--- src/rtl/debug_uart_tx_pkg.sv ---
// Shared UART definitions: state encodings, oversample factor and the default
// baud divider. The matching receiver imports the same package.
package debug_uart_tx_pkg;

  // Oversample ticks per bit and the width of a counter covering 0..UART_OVS-1.
  localparam int UART_OVS         = 16;
  localparam int UART_TICK_W      = $clog2(UART_OVS);

  // 50 MHz / (9600 baud * 16 oversample).
  localparam int UART_DIVISOR_DEF = 326;

  typedef enum logic [1:0] {
    UART_IDLE  = 2'd0,
    UART_START = 2'd1,
    UART_DATA  = 2'd2,
    UART_STOP  = 2'd3
  } uart_state_e;

  // True when an oversample tick counter sits on the last tick of a len-tick span.
  function automatic logic tick_last(input logic [UART_TICK_W-1:0] cnt, input int len);
    return cnt == UART_TICK_W'(len - 1);
  endfunction

endpackage

--- src/rtl/debug_uart_tx_if.sv ---
// Byte interface between the debug FSM (master) and the UART transmitter (slave).
interface debug_uart_tx_if #(
  parameter int DBIT = 8
);

  logic [DBIT-1:0] i_tx_data;
  logic            is_tx_start;
  logic            o_tx;
  logic            o_tx_busy;
  logic            os_tx_done;

  modport master (
    output i_tx_data, is_tx_start,
    input  o_tx, o_tx_busy, os_tx_done
  );

  modport slave (
    input  i_tx_data, is_tx_start,
    output o_tx, o_tx_busy, os_tx_done
  );

endinterface

--- src/rtl/debug_uart_tx_baud_tick.sv ---
// Oversample tick generator: counts 0..DIVISOR-1 and flags the last count.
// i_clear restarts the count so a frame always begins on a fresh tick period.
module uart_baud_tick
  import debug_uart_tx_pkg::*;
#(
  parameter int DIVISOR = UART_DIVISOR_DEF,
  parameter int DIV_W   = 10
) (
  input  logic clk,
  input  logic rst,
  input  logic i_clear,
  output logic o_tick
);

  logic [DIV_W-1:0] cnt_q, cnt_d;
  logic             at_top;

  assign at_top = (cnt_q == DIV_W'(DIVISOR - 1));
  assign o_tick = at_top;

  // Next count: clear wins, otherwise wrap at DIVISOR-1.
  always_comb begin
    cnt_d = cnt_q + 1'b1;
    if (i_clear || at_top) begin
      cnt_d = '0;
    end
  end

  // Divider register.
  always_ff @(posedge clk or negedge rst) begin
    if (!rst) begin
      cnt_q <= '0;
    end else begin
      cnt_q <= cnt_d;
    end
  end

endmodule

--- src/rtl/debug_uart_tx.sv ---
// 8N1 UART transmitter for the debug unit. One byte per accepted start strobe,
// LSB first; a one-cycle done pulse in the first idle cycle after the stop bit
// paces the debug FSM. o_tx and done are registered; busy is decoded from the
// state register only.
module debug_uart_tx
  import debug_uart_tx_pkg::*;
#(
  parameter int DBIT    = 8,
  parameter int SB_TICK = 16,
  parameter int DIVISOR = UART_DIVISOR_DEF,
  parameter int DIV_W   = 10
) (
  input  logic                  clk,
  input  logic                  rst,
  debug_uart_tx_if.slave        tx_if
);

  localparam int BIT_W = (DBIT > 1) ? $clog2(DBIT) : 1;

  uart_state_e            state_q, state_d;
  logic [UART_TICK_W-1:0] tick_cnt_q, tick_cnt_d;
  logic [BIT_W-1:0]       bit_cnt_q, bit_cnt_d;
  logic [DBIT-1:0]        shift_q, shift_d;
  logic                   tx_q, tx_d;
  logic                   done_q, done_d;
  logic                   accept;
  logic                   tick;

  // The divider restarts on accept so the start bit is exactly 16 ticks long.
  uart_baud_tick #(
    .DIVISOR (DIVISOR),
    .DIV_W   (DIV_W)
  ) u_baud_tick (
    .clk     (clk),
    .rst     (rst),
    .i_clear (accept),
    .o_tick  (tick)
  );

  // Frame sequencing; o_tx is computed one cycle ahead so the line is a flop.
  always_comb begin
    state_d    = state_q;
    tick_cnt_d = tick_cnt_q;
    bit_cnt_d  = bit_cnt_q;
    shift_d    = shift_q;
    tx_d       = tx_q;
    done_d     = 1'b0;
    accept     = 1'b0;

    case (state_q)
      UART_IDLE: begin
        tx_d = 1'b1;
        if (tx_if.is_tx_start) begin
          accept     = 1'b1;
          shift_d    = tx_if.i_tx_data;
          tick_cnt_d = '0;
          bit_cnt_d  = '0;
          state_d    = UART_START;
          tx_d       = 1'b0;
        end
      end

      UART_START: begin
        if (tick) begin
          if (tick_last(tick_cnt_q, UART_OVS)) begin
            tick_cnt_d = '0;
            state_d    = UART_DATA;
            tx_d       = shift_q[0];
          end else begin
            tick_cnt_d = tick_cnt_q + 1'b1;
          end
        end
      end

      UART_DATA: begin
        if (tick) begin
          if (tick_last(tick_cnt_q, UART_OVS)) begin
            tick_cnt_d = '0;
            shift_d    = shift_q >> 1;
            if (bit_cnt_q == BIT_W'(DBIT - 1)) begin
              state_d = UART_STOP;
              tx_d    = 1'b1;
            end else begin
              bit_cnt_d = bit_cnt_q + 1'b1;
              tx_d      = shift_d[0];
            end
          end else begin
            tick_cnt_d = tick_cnt_q + 1'b1;
          end
        end
      end

      UART_STOP: begin
        tx_d = 1'b1;
        if (tick) begin
          if (tick_last(tick_cnt_q, SB_TICK)) begin
            tick_cnt_d = '0;
            state_d    = UART_IDLE;
            done_d     = 1'b1;
          end else begin
            tick_cnt_d = tick_cnt_q + 1'b1;
          end
        end
      end

      default: begin
        state_d = UART_IDLE;
        tx_d    = 1'b1;
      end
    endcase
  end

  // State and datapath registers; reset parks the line high and drops any frame.
  always_ff @(posedge clk or negedge rst) begin
    if (!rst) begin
      state_q    <= UART_IDLE;
      tick_cnt_q <= '0;
      bit_cnt_q  <= '0;
      shift_q    <= '0;
      tx_q       <= 1'b1;
      done_q     <= 1'b0;
    end else begin
      state_q    <= state_d;
      tick_cnt_q <= tick_cnt_d;
      bit_cnt_q  <= bit_cnt_d;
      shift_q    <= shift_d;
      tx_q       <= tx_d;
      done_q     <= done_d;
    end
  end

  assign tx_if.o_tx       = tx_q;
  assign tx_if.o_tx_busy  = (state_q != UART_IDLE);
  assign tx_if.os_tx_done = done_q;

endmodule

--- src/flat_wrapper.sv ---
// flat-port wrapper written by rule: the top's interface ports become plain ports
module debug_uart_tx_flat import debug_uart_tx_pkg::*;
#(
  parameter int DBIT    = 8,
  parameter int SB_TICK = 16,
  parameter int DIVISOR = UART_DIVISOR_DEF,
  parameter int DIV_W   = 10
)
  (clk, rst, tx_if_i_tx_data, tx_if_is_tx_start, tx_if_o_tx, tx_if_o_tx_busy, tx_if_os_tx_done);
  debug_uart_tx_if #(.DBIT(DBIT)) tx_if_i ();
  input  logic clk;
  input  logic rst;
  input wire logic [$bits(tx_if_i.i_tx_data)-1:0] tx_if_i_tx_data;
  input wire logic [$bits(tx_if_i.is_tx_start)-1:0] tx_if_is_tx_start;
  output wire logic [$bits(tx_if_i.o_tx)-1:0] tx_if_o_tx;
  output wire logic [$bits(tx_if_i.o_tx_busy)-1:0] tx_if_o_tx_busy;
  output wire logic [$bits(tx_if_i.os_tx_done)-1:0] tx_if_os_tx_done;
  assign tx_if_i.i_tx_data = tx_if_i_tx_data;
  assign tx_if_i.is_tx_start = tx_if_is_tx_start;
  assign tx_if_o_tx = tx_if_i.o_tx;
  assign tx_if_o_tx_busy = tx_if_i.o_tx_busy;
  assign tx_if_os_tx_done = tx_if_i.os_tx_done;
  debug_uart_tx #(.DBIT(DBIT), .SB_TICK(SB_TICK), .DIVISOR(DIVISOR), .DIV_W(DIV_W)) u_core (.clk(clk), .rst(rst), .tx_if(tx_if_i));
endmodule
--- config.mk ---
export PLATFORM = sky130hd
export DESIGN_NAME = debug_uart_tx_flat
export DESIGN_NICKNAME = d
export VERILOG_FILES = /design/src/rtl/debug_uart_tx_pkg.sv /design/src/rtl/debug_uart_tx_if.sv /design/src/rtl/debug_uart_tx_baud_tick.sv /design/src/rtl/debug_uart_tx.sv /design/src/flat_wrapper.sv
export SDC_FILE = /design/constraint.sdc
export NUM_CORES = 1
export LEC_CHECK = 0
export ABC_AREA = 1
export CAP_MARGIN = 30
export CELL_PAD_IN_SITES_DETAIL_PLACEMENT = 1
export CELL_PAD_IN_SITES_GLOBAL_PLACEMENT = 2
export CORE_MARGIN = 2
export CORE_UTILIZATION = 36
export CTS_BUF_LIST = sky130_fd_sc_hd__clkbuf_4 sky130_fd_sc_hd__clkbuf_8
export DETAILED_ROUTE_END_ITERATION = 10
export GPL_ROUTABILITY_DRIVEN = 0
export GPL_TIMING_DRIVEN = 0
export PLACE_DENSITY_LB_ADDON = 0.1
export SYNTH_ARGS = -nofsm -noshare
export SYNTH_HDL_FRONTEND = slang
export SYNTH_SLANG_ARGS = --single-unit
--- constraint.sdc ---
create_clock -name clk -period 1.69 [get_ports clk]
set_clock_uncertainty 0.05 [all_clocks]
set_input_delay 0.2535 -clock clk [delete_from_list [all_inputs] [get_ports clk]]
set_output_delay 0.2535 -clock clk [all_outputs]
set_load 0.03 [all_outputs]
==> flow_metrics.py, run 1 <==
metrics = {
    "timing": {
        "fin_hold_ws_ns": 0.3497,
        "hold_viol_final": 0,
        "slew_headroom": 0.5300,
        "worst_pin_slew_ns": 0.7028,
        "max_freq_mhz": 615.1,
        "layout_min_cycle_time_ns": 1.626,
        "setup_viol": 0,
        "slew_viol_final": 0,
        "rsz0062_at_grt": "true",
        "final.period_utilization": 0.9621,
    },
    "synth": {
        "syn_avg_cell_area_um2": 8.684,
        "ys_top_cells_by_area": "dfrtp_1, nand2_1, ha_1",
        "syn_area_um2": 1607,
        "synth_nets": 206,
        "synthCells": 185,
        "synth_top_area_frac": 0.4361,
        "yosysWarnings": 0,
        "ys_types": 25,
        "yosysTopAreaCell": "dfrtp_1",
        "yosys_register_bits": 29,
        "seq_area_frac_synth": 0.4525,
    },
    "power_and_ir_drop": {
        "p_int_w": 0.001938,
        "power_frac_comb": 0.484,
        "netSwitchingFraction": 0.4159,
        "sequentialPowerShare": 0.337,
        "p_switching_w": 0.001380,
        "ir_drop_mv": 0.6858,
        "p_leak_nw": 0.9475,
        "power_density_nw_per_um2": 1664,
        "p_clk_frac": 0.179,
        "power.total_w": 0.003318,
    },
    "global_route": {
        "gr-usage-all-layers": 0.1600,
        "grt_pass1_wl_um": 6306,
        "grt_max_degree": 18,
        "grt_pass1_vias": 1421,
        "grt_antenna_before_repair": 0,
        "gr-total-overflow": 0,
    },
    "clock_tree": {
        "cts_tree": "done",
        "clock_latency_ns": 0.27,
        "clk_pin_slew_worst_paths_ns": 0.07,
        "ctsHoldBuffers": 0,
        "cts_max_path_buffers": 2,
        "numCtsBuffers": 5,
        "numClockSinks": 29,
        "cts-root-buf": "clkbuf_8",
        "h-tree-depth": 2,
    },
    "detailed_routing": {
        "antenna_left": 0,
        "vias_per_cell": 4.883,
        "num_vias": 1289,
        "drtIter0Drc": 39,
        "wl_per_cell_um": 13.78,
        "finalWirelength_um": 3638,
        "drt_first_pass_iters": 4,
        "drc": 0,
    },
    "place": {
        "dpl.hpwl_um": 2711,
        "numPortBuffers": 13,
        "place_inst": 251,
    },
    "run_status": {
        "status": "finished, final reports clean",
    },
    "setup_path": {
        "crit_chain": "inv_1 -> ha_1 -> nand2_1 -> nor2_2 -> nand3_2 -> nand2_4 -> buf_4 -> buf_4 -> nand4_1 -> nand2_1",
        "worstPathRequired_ns": 1.85,
        "cp-end-kind": "flip-flop",
        "path_buf_inv": 3,
        "cp_max_fo": 4,
        "path_class": "reg -> reg",
        "arrival_ns": 1.78,
        "crit_family": "simple AND/OR/NAND/NOR gates",
        "cp_slowest_cell": "dfrtp_1",
        "critPathLaunchType": "flip-flop",
        "critPathMaxStageDelay_ns": 0.41,
    },
    "floorplanning": {
        "rows": 24,
        "initial_core_util": 0.3715,
        "core-area_um2": 4324,
        "chipHeight_um": 70.80,
        "die_w_um": 70.80,
        "io_pins": 14,
        "die_area_um2": 5013,
    },
    "worst_hold_path": {
        "min_path_type": "in -> async",
    },
    "job": {
        "cap_violations": 0,
    },
    "finish": {
        "nets": 232,
        "drive_gt1_frac": 0.2028,
        "final_cells": 264,
        "diodes": 0,
        "area_growth_syn_to_layout_pct": 24.07,
    },
}
==> power by group through the flow <==
stage | sequential (W) | combinational [W] | clock, W
after CTS | 0.00111 | 0.00148 | 0.000617
after floorplan | 0.00110 | 0.00108 | 0
after detailed placement | 0.00113 | 0.00145 | 0
final | 0.00112 | 0.00161 | 0.000594
after global placement | 0.00111 | 0.00138 | 0
after global routing | 0.00115 | 0.00183 | 0.000649
==> cells in the mapped netlist <==
library cell,number
a21boi_0,1
a21oi_1,2
buf_4,1
buf_6,1
dfrtp_1,28
dfstp_2,1
ha_1,10
inv_1,16
inv_2,1
mux2i_1,6
nand2_1,50
nand2_2,2
nand2_4,2
nand3_1,12
nand3_2,1
nand3b_1,1
nand4_1,5
nor2_1,17
nor2_2,1
nor3_1,3
nor3b_1,2
o21ai_0,8
o21ai_2,8
xnor2_1,1
xor2_1,5
==> layout make-up <==
type	instances	area, um2
fillers	518	2331
multi-input cells	137	824.5
flip-flops and latches	29	728.2
repair buffers	19	188.9
clock buffers	8	91.34
well taps	52	65.06
inverters	17	63.81
plain buffers	2	31.28
==> repair_timing <==
| action | CTS | global route |
|---|---|---|
| buffers inserted | 1 | 4 |
| endpoints found under the setup margin | 11 | 28 |
| gates cloned | 0 | 0 |
| resized for setup | 5 | 16 |
| pin swaps | 0 | 3 |
==> logic make-up (layout without fill, tap and decap cells) <==
group,after synthesis,after routing,share of synthesized area
simple gates,96,96,0.2687
flops,29,29,0.4525
compound gates,19,19,0.07944
buf+inv,19,46,0.05140
fa+ha+maj,10,10,0.07788
xor+xnor,6,6,0.03271
mux,6,6,0.03738
==> metal layers <==
layer | up-vias | GRT usage | wire [um]
met5 | - | 0 | 0
li1 | 650 | - | -
met2 | 10 | 0.2825 | 1847
met4 | 0 | 0.04403 | 23
met1 | 627 | 0.1895 | 1687
met3 | 2 | 0.04701 | 79
==> sequential cells by signal, summed over array words and instances (netlist names) <==
| name | flops |
|---|---|
| u_core.u_baud_tick.cnt_q | 10 |
| u_core.shift_q | 8 |
| u_core.tick_cnt_q | 4 |
| u_core.bit_cnt_q | 3 |
| u_core.state_q | 2 |
| u_core.tx_if.o_tx | 1 |
| u_core.tx_if.os_tx_done | 1 |
==> stage by stage <==
step | setup TNS [ns] | setup WS, ns | utilization | instance area [um2]
after floorplan | 0 | 0.1609 | - | 1607
after global placement | -6.172 | -0.2175 | 0.4167 | 1802
after detailed placement | -0.3061 | -0.09897 | 0.4230 | 1829
after CTS | 0 | 0.003840 | 0.4459 | 1928
after global routing | -0.05717 | -0.05130 | 0.4609 | 1993
final | 0 | 0.06412 | 0.4609 | 1993
==> cells in the final DEF (no fill, tap or decap), drive strengths merged, types with 8 or more instances in the layout <==
| master | instances |
|---|---|
| clkbuf | 8 |
| clkdlybuf4s50 | 11 |
| buf | 9 |
| o21ai | 16 |
| dfrtp | 28 |
| nor2 | 18 |
| nand2 | 54 |
| ha | 10 |
| nand3 | 13 |
| inv | 17 |
==> worst paths after layout <==
kind / start / end / slack, ns / cells after the start
min in group clk: u_core.shift_q[6] / u_core.shift_q[6] / 0.44 / 2
setup reg to reg: u_core.u_baud_tick.cnt_q[1] / u_core.bit_cnt_q[1] / 0.06 / 10
max in group asynchronous: rst / u_core.u_baud_tick.cnt_q[0] / 0.70 / 2
hold / removal: rst / u_core.u_baud_tick.cnt_q[6] / 0.35 / 1
hold reg to reg: u_core.shift_q[6] / u_core.shift_q[6] / 0.44 / 2
setup / recovery: u_core.u_baud_tick.cnt_q[1] / u_core.bit_cnt_q[1] / 0.06 / 10
Power figures use the tool's default switching activity.
==> inputs of run 2 (changes only) <==
- SLEW_MARGIN: unset -> 20
==> run 2 against run 1 <==
  * Clock-buffer cell count is 1 lower
  * Critical path depth unchanged
  * Utilization rose by 0.43 points
  * Sequential power is essentially flat
  * Worst hold slack improved by 0.089 ns
  * Non-clock buffer count grew 1
==> flow_metrics.py, run 2 (same netlist as run 1, synthesis figures left out) <==
metrics = {
    "run_status": {
        "status": "finished, final reports clean",
    },
    "finish": {
        "final_common_cell": "nand2_1",
        "area_growth_syn_to_layout_pct": 25.23,
        "reg_top3": "u_core.u_baud_tick.cnt_q: 10 flops, u_core.shift_q: 8 flops, u_core.tick_cnt_q: 4 flops",
        "top_register": "u_core.u_baud_tick.cnt_q",
        "final_util": 0.4653,
        "final_cell_mix": "nand2_1, dfrtp_1, nor2_1",
        "stdcell_area_um2": 2012,
        "nets": 233,
        "final_cells": 265,
        "drive_gt1_frac": 0.2207,
        "diodes": 0,
        "largest_reg_flops": 10,
    },
    "place": {
        "dpl.hpwl_um": 2596,
        "pre_cts_ws_ns": -0.1111,
        "placed_cell_area_um2": 1797,
        "place_inst": 250,
        "numPortBuffers": 13,
    },
    "clock_tree": {
        "numClockSinks": 29,
        "cts_max_path_buffers": 2,
        "h-tree-depth": 2,
        "clock_latency_ns": 0.28,
        "cts_tree": "done",
        "numCtsBuffers": 5,
        "clk_pin_slew_worst_paths_ns": 0.06,
        "cts-root-buf": "clkbuf_8",
    },
    "floorplanning": {
        "io_pins": 14,
        "die_w_um": 70.80,
        "core-area_um2": 4324,
        "rows": 24,
        "initial_core_util": 0.3715,
        "chipHeight_um": 70.80,
        "die_area_um2": 5013,
    },
    "power_and_ir_drop": {
        "ir_drop_mv": 0.7985,
        "netSwitchingFraction": 0.4017,
        "p_leak_nw": 0.9535,
        "p_clk_frac": 0.221,
        "power_frac_comb": 0.454,
        "power_density_nw_per_um2": 1711,
        "power.total_w": 0.003442,
        "p_switching_w": 0.001383,
        "sequentialPowerShare": 0.325,
        "p_int_w": 0.002060,
    },
    "setup_path": {
        "worstPathRequired_ns": 1.81,
        "reg2reg_depth": 10,
        "critPathLaunchType": "flip-flop",
        "endpoint": "u_core.shift_q[6]",
        "r2r-end": "u_core.shift_q[6]",
        "r2r_start": "u_core.state_q[0]",
        "rrSetupSlack_ns": 0.11,
        "cp_max_fo": 10,
        "startpoint": "u_core.state_q[0]",
        "cp-end-kind": "flip-flop",
        "path_class": "reg -> reg",
        "arrival_ns": 1.70,
    },
    "global_route": {
        "gr-usage-all-layers": 0.1598,
        "grt_pass1_wl_um": 6285,
        "grt_antenna_before_repair": 0,
        "gr-total-overflow": 0,
        "grt_max_degree": 30,
        "grt_pass1_vias": 1367,
    },
    "timing": {
        "slew_headroom": 0.5430,
        "setup_viol": 0,
        "rsz0062_at_grt": "true",
        "setup_slack_ns": 0.1107,
        "final.period_utilization": 0.9345,
        "hold_viol_final": 0,
        "layout_min_cycle_time_ns": 1.579,
        "slew_viol_final": 0,
        "worst_pin_slew_ns": 0.6856,
        "max_freq_mhz": 633.2,
    },
    "detailed_routing": {
        "drc": 0,
        "drtIter0Drc": 45,
        "finalWirelength_um": 3566,
        "vias_per_cell": 5.004,
        "num_vias": 1326,
        "drt_first_pass_iters": 4,
        "antenna_left": 0,
        "wl_per_cell_um": 13.46,
    },
    "job": {
        "cap_violations": 0,
    },
    "worst_hold_path": {
        "min_path_type": "reg -> reg",
    },
}
## run 2: changes by cell type in the layout (fill, tap and decap cells not counted), sizes merged
cell,delta
dlygate4sd3,+1
clkdlybuf4s50,-1
bufinv,+1
buf,+1
clkbuf,-1
## run 2: worst min-delay path by stage
| stage | start | endpoint | slack, ns | cells past startpoint |
|---|---|---|---|---|
| after floorplan | rst | u_core.bit_cnt_q[0] | -0.09 | 0 |
| after global placement | u_core.bit_cnt_q[1] | u_core.bit_cnt_q[1] | 0.41 | 2 |
| after detailed placement | rst | u_core.u_baud_tick.cnt_q[4] | 0.28 | 1 |
| after CTS | u_core.bit_cnt_q[2] | u_core.bit_cnt_q[2] | 0.44 | 2 |
| after global routing | u_core.shift_q[6] | u_core.shift_q[6] | 0.46 | 2 |
| final | u_core.shift_q[7] | u_core.shift_q[7] | 0.44 | 2 |
## run 2: layer usage
metal  up-vias  global-route usage  share of wire
met5         -                   0              0
met4         0             0.05660          0.017
met3         7             0.04701          0.027
met2        12              0.2700           0.51
met1       655              0.1942           0.45
li1        652                   -              -
## run 2: critical path: stages (launching register included)
cell,delay (ns)
dfrtp_1,0.40
inv_2,0.08
ha_2,0.20
inv_2,0.09
o21ai_2,0.11
nand2_1,0.07
inv_2,0.11
nand2_4,0.10
buf_8,0.16
nand2_2,0.06
o21ai_2,0.04
## run 2: power groups by stage
| stage | Combinational (W) | Clock [W] | Sequential, W |
|---|---|---|---|
| CTS | 0.00146 | 0.000785 | 0.00112 |
| detailed placement | 0.00144 | 0 | 0.00113 |
| finish | 0.00156 | 0.000761 | 0.00112 |
| global route | 0.00179 | 0.000808 | 0.00115 |
| global placement | 0.00138 | 0 | 0.00111 |
| floorplan | 0.00108 | 0 | 0.00110 |
## run 2: timing repair
action / CTS / global route
gates resized for setup: 8 / 16
endpoints found under the setup margin: 10 / 27
endpoints found under the hold margin: 28 / 0
pin swaps: 0 / 3
hold buffers: 1 / 0
setup buffers: 1 / 5
## run 2: area by class of cell
cell class | instances | area (um2)
inverters | 17 | 63.81
multi-input cells | 137 | 833.3
plain buffers | 2 | 26.28
well taps | 52 | 65.06
clock inverters | 1 | 30.03
clock buffers | 7 | 90.09
flip-flops and latches | 29 | 729.5
repair buffers | 20 | 173.9
fillers | 536 | 2312
## run 2: stage by stage
stage | setup TNS (ns) | hold slack [ns]
6_report | 0 | 0.4390
5_1_grt | -0.01585 | 0.4565
4_1_cts | 0 | 0.4423
3_5_place_dp | -0.3447 | 0.2835
2_1_floorplan | 0 | -0.09209
3_3_place_gp | -6.172 | 0.4115
==> patch: new RTL, flow settings as in run 1 <==
Set the package constant `UART_OVS` to 64 (it was 16).
--- a/src/rtl/debug_uart_tx_pkg.sv
+++ b/src/rtl/debug_uart_tx_pkg.sv
@@ -3,7 +3,7 @@
 package debug_uart_tx_pkg;
 
   // Oversample ticks per bit and the width of a counter covering 0..UART_OVS-1.
-  localparam int UART_OVS         = 16;
+  localparam int UART_OVS         = 64;
   localparam int UART_TICK_W      = $clog2(UART_OVS);
 
   // 50 MHz / (9600 baud * 16 oversample).
Check against the original RTL: same outputs for any inputs over 10 cycles, from zero or initial values and one cycle with rst low; that may be too few to reach the edited logic, so the function may still have changed.
==> patch against run 1 <==
  * Sequential cell count grew 2
  * Clock power grew 30%
  * Synthesized cell count grew 29%
  * Critical path depth shrank 1
  * Design area grew 29%
  * First-iteration DRC count shrank 31%
  * Highest routed layer unchanged
  * Worst setup slack gained 0.011 ns
  * Total power grew 42%
  * Area after synthesis grew 19%
  * Utilization grew 4.2 points
  * Routed wire length grew 31%
  * Global-route usage grew 0.92 points
==> patch: results (changes against run 1) <==
----------------------------------------------------
[Synthesis]
  Largest cells by area after synthesis ... sky130_fd_sc_hd__dfrtp_1 39%, sky130_fd_sc_hd__nand2_1 11%, sky130_fd_sc_hd__ha_1 6.5%
  Most frequent cells after synthesis ... 58 x sky130_fd_sc_hd__nand2_1, 30 x sky130_fd_sc_hd__dfrtp_1, 25 x sky130_fd_sc_hd__inv_1, 23 x sky130_fd_sc_hd__nor2_1, 15 x sky130_fd_sc_hd__nand3_1
  Adder-Cell Fraction of Synth Area ... 6.53% (-1.3 points)
  Xor and xnor fraction of the mapped netlist area ... 0.914% (-2.4 points)
  Yosys cell types ... 29 (+16%)
  Synthesized net count ... 259 (+26%)
  Syn Area/Cell ... 8.05 µm² (-7.3%)
  Proportion of synthesized chip area in sequential cells ... 40.6% (-4.7 points)

[Power]
  Largest voltage drop on the vdd net ... 0.811 mV (+18%)
  Sequential cell power ... 1160 µW (+4%)
  Clock share of power ... 16.5% (-1.4 points)
  Proportion of total power due to net switching ... 42.1% (+0.46 points)
  Pwr per Cell Area ... 1830 mW/mm² (+9.9%)
  LEAKAGE ... 0.00118 µW (+24%)
  Clock group total power ... 775 µW (+30%)

[Timing]
  Worst hold slack across all endpoints ... 0.413 ns (+0.0637 ns)
  Slew margin rel. ... 50.9% (-2.1 points)

[Status]
  Status ... finished, final reports clean

[Clocking]
  Clock network latency to the later pin of the worst-skew pair ... 0.29 ns (+0.02 ns)
  Post-CTS Setup Repair Bufs ... 4 (+3)
  Post-CTS Hold Fix Bufs ... 1 (+1)
  Number of resized instances in the post-cts repair step ... 19 (+14)

[Setup path]
  Worst setup path startpoint ... u_core.state_q[0]
  Worst reg2reg path endpoint ... u_core.shift_q[7]
  Maximum fanout along the worst path ... 8 (+4)
  Source of the worst register-to-register timing path ... u_core.state_q[0]
  Cell depth of the worst flop-to-flop path ... 9 (-1)
  Cell type group with the largest total delay on the critical path ... buffers and inverters
  Stage delay of the slowest cell on the critical path ... 0.39 ns (-0.02 ns)

[Cells and area]
  Net total in the final layout ... 296 (+28%)
  Filler instances ... 631 (+22%)
  Layout Cells excl Fill ... 346 (+31%)
  Largest registers ranked by flip-flop count ... u_core.u_baud_tick.cnt_q: 10 flops, u_core.shift_q: 8 flops, u_core.tick_cnt_q: 6 flops

[Worst hold path]
  Hold Path Class ... reg2reg

[GRT]
  Wire length of the first global-routing pass ... 7.96 mm (+26%)
  Via count of the first global-routing pass ... 1700 (+20%)
  Total routing usage reported by global routing ... 16.9% (+0.92 points)

[Routing]
  Total length of routed met2 wires ... 2.40 mm (+30%)
  M1 wire length ... 2.21 mm (+31%)
  Met3 WL post-DR ... 91 µm (+15%)
  Starting DRC count in detailed routing ... 27 (-31%)

[Placed design]
  Total placed cells including tap cells ... 321 (+28%)
  Standard cell area after detailed placement ... 0.00213 mm² (+16%)
  Worst setup slack before clock tree synthesis ... -0.284 ns (-0.185 ns)
  Final HPWL DP ... 3.22 mm (+19%)
  Number of port buffers ... 13 (unchanged)

----------------------------------------------------
patch: worst min-delay path: stages, from the launching register on:
cell	delay, ns
sky130_fd_sc_hd__dfstp_2	0.37
sky130_fd_sc_hd__nand2_1	0.05
sky130_fd_sc_hd__nand2_1	0.04
patch: worst max path at each step:
stage	end	slack (ns)	cells past startpoint
finish	u_core.shift_q[7]	0.07	9
global route	u_core.bit_cnt_q[1]	-0.07	9
CTS	u_core.tick_cnt_q[3]	0.002	11
detailed placement	tx_if_o_tx_busy	-0.28	4
global placement	u_core.shift_q[7]	-0.40	1
floorplan	u_core.shift_q[3]	0.1	8
patch: final cells by class:
type	instances	share of cell area, %
plain buffers	3	1.65
clock inverters	2	1.36
repair buffers	30	11.0
well taps	70	3.41
inverters	30	4.96
multi-input cells	174	44.1
clock buffers	6	3.21
flip-flops and latches	31	30.3
patch: layer usage:
layer  vias up  GRT usage, %
met5         -             0
met4         0          4.91
met3         6          3.29
met2        11          29.0
met1       799          21.6
li1        844             -
